--- src/rtl/edge_gen.sv ---
// Pulse generator: each request on `in` yields a width-cycle pulse followed by
// a gap-cycle rest. Requests that arrive while busy are queued in a saturating backlog.
module edge_gen #(
   parameter bit active      = 1'b1,
   parameter int width       = 1,
   parameter int gap         = 1,
   parameter int max_pending = 15
) (
   input  logic       clk,
   input  logic       rst,
   input  logic       in,
   output logic       out,
   output logic       busy,
   output logic [7:0] pending,
   output logic       drop
);

   localparam logic [1:0] IDLE = 2'd0;
   localparam logic [1:0] ACT  = 2'd1;
   localparam logic [1:0] GAP  = 2'd2;

   localparam logic [7:0] W_LAST = 8'(width - 1);
   localparam logic [7:0] G_LAST = 8'(gap - 1);
   localparam logic [7:0] P_MAX  = 8'(max_pending);

   logic [1:0] state, nxt;
   logic [7:0] cnt, cnt_nxt;
   logic [7:0] pend_nxt;
   logic       drop_nxt;
   logic       start, from_backlog, queue_in;

   always_comb begin
      nxt     = state;
      cnt_nxt = cnt;
      start   = 1'b0;
      case (state)
         IDLE: begin
            cnt_nxt = 8'd0;
            if (in || pending != 8'd0) begin
               nxt   = ACT;
               start = 1'b1;
            end
         end
         ACT: begin
            if (cnt == W_LAST) begin
               nxt     = GAP;
               cnt_nxt = 8'd0;
            end else begin
               cnt_nxt = cnt + 8'd1;
            end
         end
         GAP: begin
            if (cnt == G_LAST) begin
               cnt_nxt = 8'd0;
               if (in || pending != 8'd0) begin
                  nxt   = ACT;
                  start = 1'b1;
               end else begin
                  nxt = IDLE;
               end
            end else begin
               cnt_nxt = cnt + 8'd1;
            end
         end
         default: begin
            nxt     = IDLE;
            cnt_nxt = 8'd0;
         end
      endcase
   end

   // The backlog has priority over a fresh request; a fresh request that is not
   // started directly joins the backlog.
   always_comb begin
      from_backlog = start && (pending != 8'd0);
      queue_in     = in && !(start && !from_backlog);
      pend_nxt     = pending;
      drop_nxt     = 1'b0;
      if (from_backlog && !queue_in)
         pend_nxt = pending - 8'd1;
      else if (queue_in && !from_backlog) begin
         if (pending == P_MAX)
            drop_nxt = 1'b1;
         else
            pend_nxt = pending + 8'd1;
      end
   end

   always_ff @(posedge clk) begin
      if (rst) begin
         state   <= IDLE;
         cnt     <= 8'd0;
         out     <= ~active;
         pending <= 8'd0;
         drop    <= 1'b0;
      end else begin
         state   <= nxt;
         cnt     <= cnt_nxt;
         out     <= (nxt == ACT) ? active : ~active;
         pending <= pend_nxt;
         drop    <= drop_nxt;
      end
   end

   assign busy = (state != IDLE);

endmodule

--- config.mk ---
export PLATFORM = sky130hd
export DESIGN_NAME = edge_gen
export DESIGN_NICKNAME = d
export VERILOG_FILES = /design/src/rtl/edge_gen.sv
export SDC_FILE = /design/constraint.sdc
export NUM_CORES = 1
export LEC_CHECK = 0
export CAP_MARGIN = 30
export CORE_ASPECT_RATIO = 1.5
export CORE_UTILIZATION = 50
export DETAILED_ROUTE_END_ITERATION = 6
export GPL_ROUTABILITY_DRIVEN = 0
export HOLD_SLACK_MARGIN = 0.12
export PLACE_DENSITY = 0.75
export SYNTH_ARGS = -nofsm -noshare
export SYNTH_HDL_FRONTEND = slang
export SYNTH_SLANG_ARGS = --single-unit
--- constraint.sdc ---
create_clock -name clk -period 2.97 [get_ports clk]
set_input_delay 0.297 -clock clk [delete_from_list [all_inputs] [get_ports clk]]
set_output_delay 0.297 -clock clk [all_outputs]
set_load 0.02 [all_outputs]
==> results.ini, run 1 <==
[routing]
vias_per_cell = 5.69
drtIter0Drc = 41
drc_errors = 0
detail-route-antenna-nets = 0
finalWirelength_um = 2890
num_vias = 1103
drtPass1Iterations = 5
wl_per_cell_um = 14.9

[global_route]
gr-total-overflow = 0
grt_pass1_vias = 1185
grt_pass1_wl_um = 4800
grt_usage_pct = 22.6
antenna_found_initial = 0
grt_max_degree = 15

[synth]
synth_top_family_by_area = simple AND/OR/NAND/NOR gates
synth_cells = 145
synth_area_um2 = 1260
synth_seq_cells = 20
synth_nets = 163
synth_compound_area_share_pct = 14.5
yosys.area_share.simple_pct = 24.8
synth_top_area_cell = dfxtp_1
ys_types = 40
synth_edf_count = 0
synth_mux_area_share_pct = 1.69
synth_fa_ha_area_share_pct = 15.5
synth_area_leaders = dfxtp_1 (32%), ha_1 (14%), nor2_1 (5.7%), xor2_1 (4.9%), inv_1 (4.2%)
ys_dominant_reg_cell = dfxtp_1
yosysWarnings = 0
synth_xor_area_share_pct = 6.96
syn_area_per_cell_um2 = 8.68
synth.top_cell.area_share_pct = 31.8
postSynth.asyncResetShare_pct = 0
seq_area_frac_synth_pct = 31.8

[power]
clock_power_share_pct = 8.0
combPwrFrac_pct = 70.7
power_frac_seq_pct = 21.4
swShare_pct = 44.0
p_leak_nw = 0.681
powerDensity_nw_per_um2 = 1040
ir_drop_v = 0.000608
intPower_w = 0.000909
p_switching_w = 0.000715

[floorplan]
design.core.area_um2 = 2310
die_x_um = 43.0
design.die.area_um2 = 2730
die_y_um = 63.5
boundaryPins = 14
initial_core_util_pct = 54.4
num_rows = 21

[timing]
hold_viol = 0
period_share_pct = 96.8
fin_worst_skew_ns = 0.00491
setup_violations = 0
tightest_slew_ns = 0.500
finalMaxSlewViolations = 0
setup_ws_ns = 0.0944
maxSlewHeadroom_pct = 66.5
max_freq_mhz = 348
period_needed_ns = 2.88

[finish]
fillers = 195
drive_gt1_share_pct = 17.0
diodes = 0
syn_to_final_growth_pct = 24.7
seq_area_um2 = 403
fin_util_pct = 67.9
nNetsFinal = 191
multiInputGateArea_um2 = 842

[clock_network]
clockBufferDepth = 2
ctsResizeCount = 0
postCtsSetupRepairBufs = 0
clkLatencyLatePin_ns = 0.31
htree_levels = 1
path_clk_slew_ns = 0.11
cts_sinks = 20
cts_tree = done
cts-root-buf = clkbuf_4
cts_buffers = 3
holdBufCountCts = 0

[worst_setup_path]
critical_path.cell_chain = or4_4 -> nor2_1 -> or2_1 -> inv_1 -> ha_4 -> buf_4 -> ha_1 -> nor3_2 -> o2111ai_2 -> a21oi_1 -> and3b_1 -> mux2_1
startpoint_type = flop
cp.arrival_ns = 3.08
critPathMaxStageDelay_ns = 0.54
cp.required_ns = 3.17
critPathMaxFanout = 7
critPathCaptureType = flop
crit_type = reg -> reg
crit_slowest_cell = or4_4

[hold_path]
hold_class = reg -> reg

[placed_design]
dp_hpwl_um = 2250
pre_cts_slack_ns = 0.0673
io_buffer_count = 13

[outcome]
outcome = finished clean

[flow_run]
maxCapViolCount = 0

==> cell usage in the layout, fill, tap and decap left out, drive strengths merged, types with 2 or more instances in the layout <==
cell type,n
xnor2,3
a21oi,7
dfxtp,20
nor3,5
o21a,4
nand2,3
o21ai,4
nor3b,2
and3,3
clkbuf,3
nand2b,2
o211a,2
inv,14
xor2,7
nand3,9
or4,2
clkdlybuf4s50,13
nor4,2
or2,2
nor2b,2
nor2,19
ha,14
buf,12
o2111ai,2
==> metrics by stage <==
step	hold slack, ns	TNS (ns)	total power, W	cell area, um^2	cells
5_1_grt	0.511	-0.0187	0.00176	1570	194
6_report	0.476	0	0.00162	1570	194
3_5_place_dp	0.468	0	0.00144	1500	191
3_3_place_gp	0.444	0	0.00141	1500	191
2_1_floorplan	0.426	0	0.00108	1260	145
4_1_cts	0.485	0	0.00158	1530	194
==> power groups by stage <==
stage | combinational [W] | clock [W] | sequential, W
after global routing | 0.00127 | 0.000138 | 0.000352
final | 0.00115 | 0.000130 | 0.000347
after global placement | 0.00106 | 0 | 0.000349
after CTS | 0.00110 | 0.000128 | 0.000346
after floorplan | 0.000672 | 0 | 0.000412
after detailed placement | 0.00109 | 0 | 0.000352
==> sequential cells by signal, indices dropped and copies added (netlist names) <==
register	cells
cnt	8
drop	1
state	2
out	1
pending	8
==> metal layers <==
| layer | vias to the layer above | part of all wire (%) | track usage [%] |
|---|---|---|---|
| met3 | 4 | 1.6 | 2.01 |
| li1 | 559 | - | - |
| met1 | 527 | 39 | 22.5 |
| met5 | - | 0 | 0 |
| met2 | 13 | 58 | 45.1 |
| met4 | 0 | 1.1 | 8.71 |
==> critical path: cells and delay by family, from the launching register on <==
| family | cells | cell delay (ns) |
|---|---|---|
| compound gates | 2 | 0.28 |
| mux | 1 | 0.30 |
| flops | 1 | 0.33 |
| simple gates | 5 | 1.23 |
| fa+ha+maj | 2 | 0.41 |
| buf+inv | 2 | 0.22 |
==> final cells by class <==
cell class                 count  area share (%)
multi-input combinational    109            53.7
sequential                    20            25.7
timing repair buffer          25            14.0
inverter                      14            3.35
tap                           23            1.83
clock buffer                   3            1.44
==> cell usage after synthesis, types with 2 or more instances <==
library cell,n
dfxtp_1,20
nor2_1,19
ha_1,14
inv_1,14
nand3_1,9
a21oi_1,7
xor2_1,7
nor3_1,4
o21a_1,4
and3_1,3
nand2_1,3
o21ai_0,3
xnor2_1,3
clkbuf_1,2
nand2b_1,2
nor2b_1,2
nor3b_1,2
o2111ai_1,2
o211a_1,2
or2_1,2
or4_4,2
==> worst paths after layout <==
path	start	endpoint	slack (ns)	depth (start not counted)
setup reg to reg	pending[7]$_SDFFE_PP0P_	pending[7]$_SDFFE_PP0P_	0.09	12
hold reg to reg	cnt[0]$_SDFF_PP0_	cnt[0]$_SDFF_PP0_	0.48	1
setup / recovery	pending[7]$_SDFFE_PP0P_	pending[7]$_SDFFE_PP0P_	0.09	12
hold / removal	cnt[0]$_SDFF_PP0_	cnt[0]$_SDFF_PP0_	0.48	1
==> logic make-up (layout without fill, tap and decap cells) <==
kind of cell	after synthesis	in the layout
compound gates	26	26
buf+inv	16	42
flops	20	20
simple gates	56	56
xor+xnor	10	10
mux	2	2
fa+ha+maj	15	15
No activity file was read; power rests on OpenSTA's default activity.
==> run 2: changes to the inputs <==
CTS_CLUSTER_DIAMETER = 80   (was unset)
HOLD_SLACK_MARGIN = unset   (was 0.12)
==> results of run 2 <==
No change in the layout: final DEF, timing and power equal those of run 1.
==> run 3: changes to the inputs <==
HOLD_SLACK_MARGIN = 0.06   (was unset)
==> results of run 3 <==
No change in the layout: final DEF, timing and power equal those of run 1.
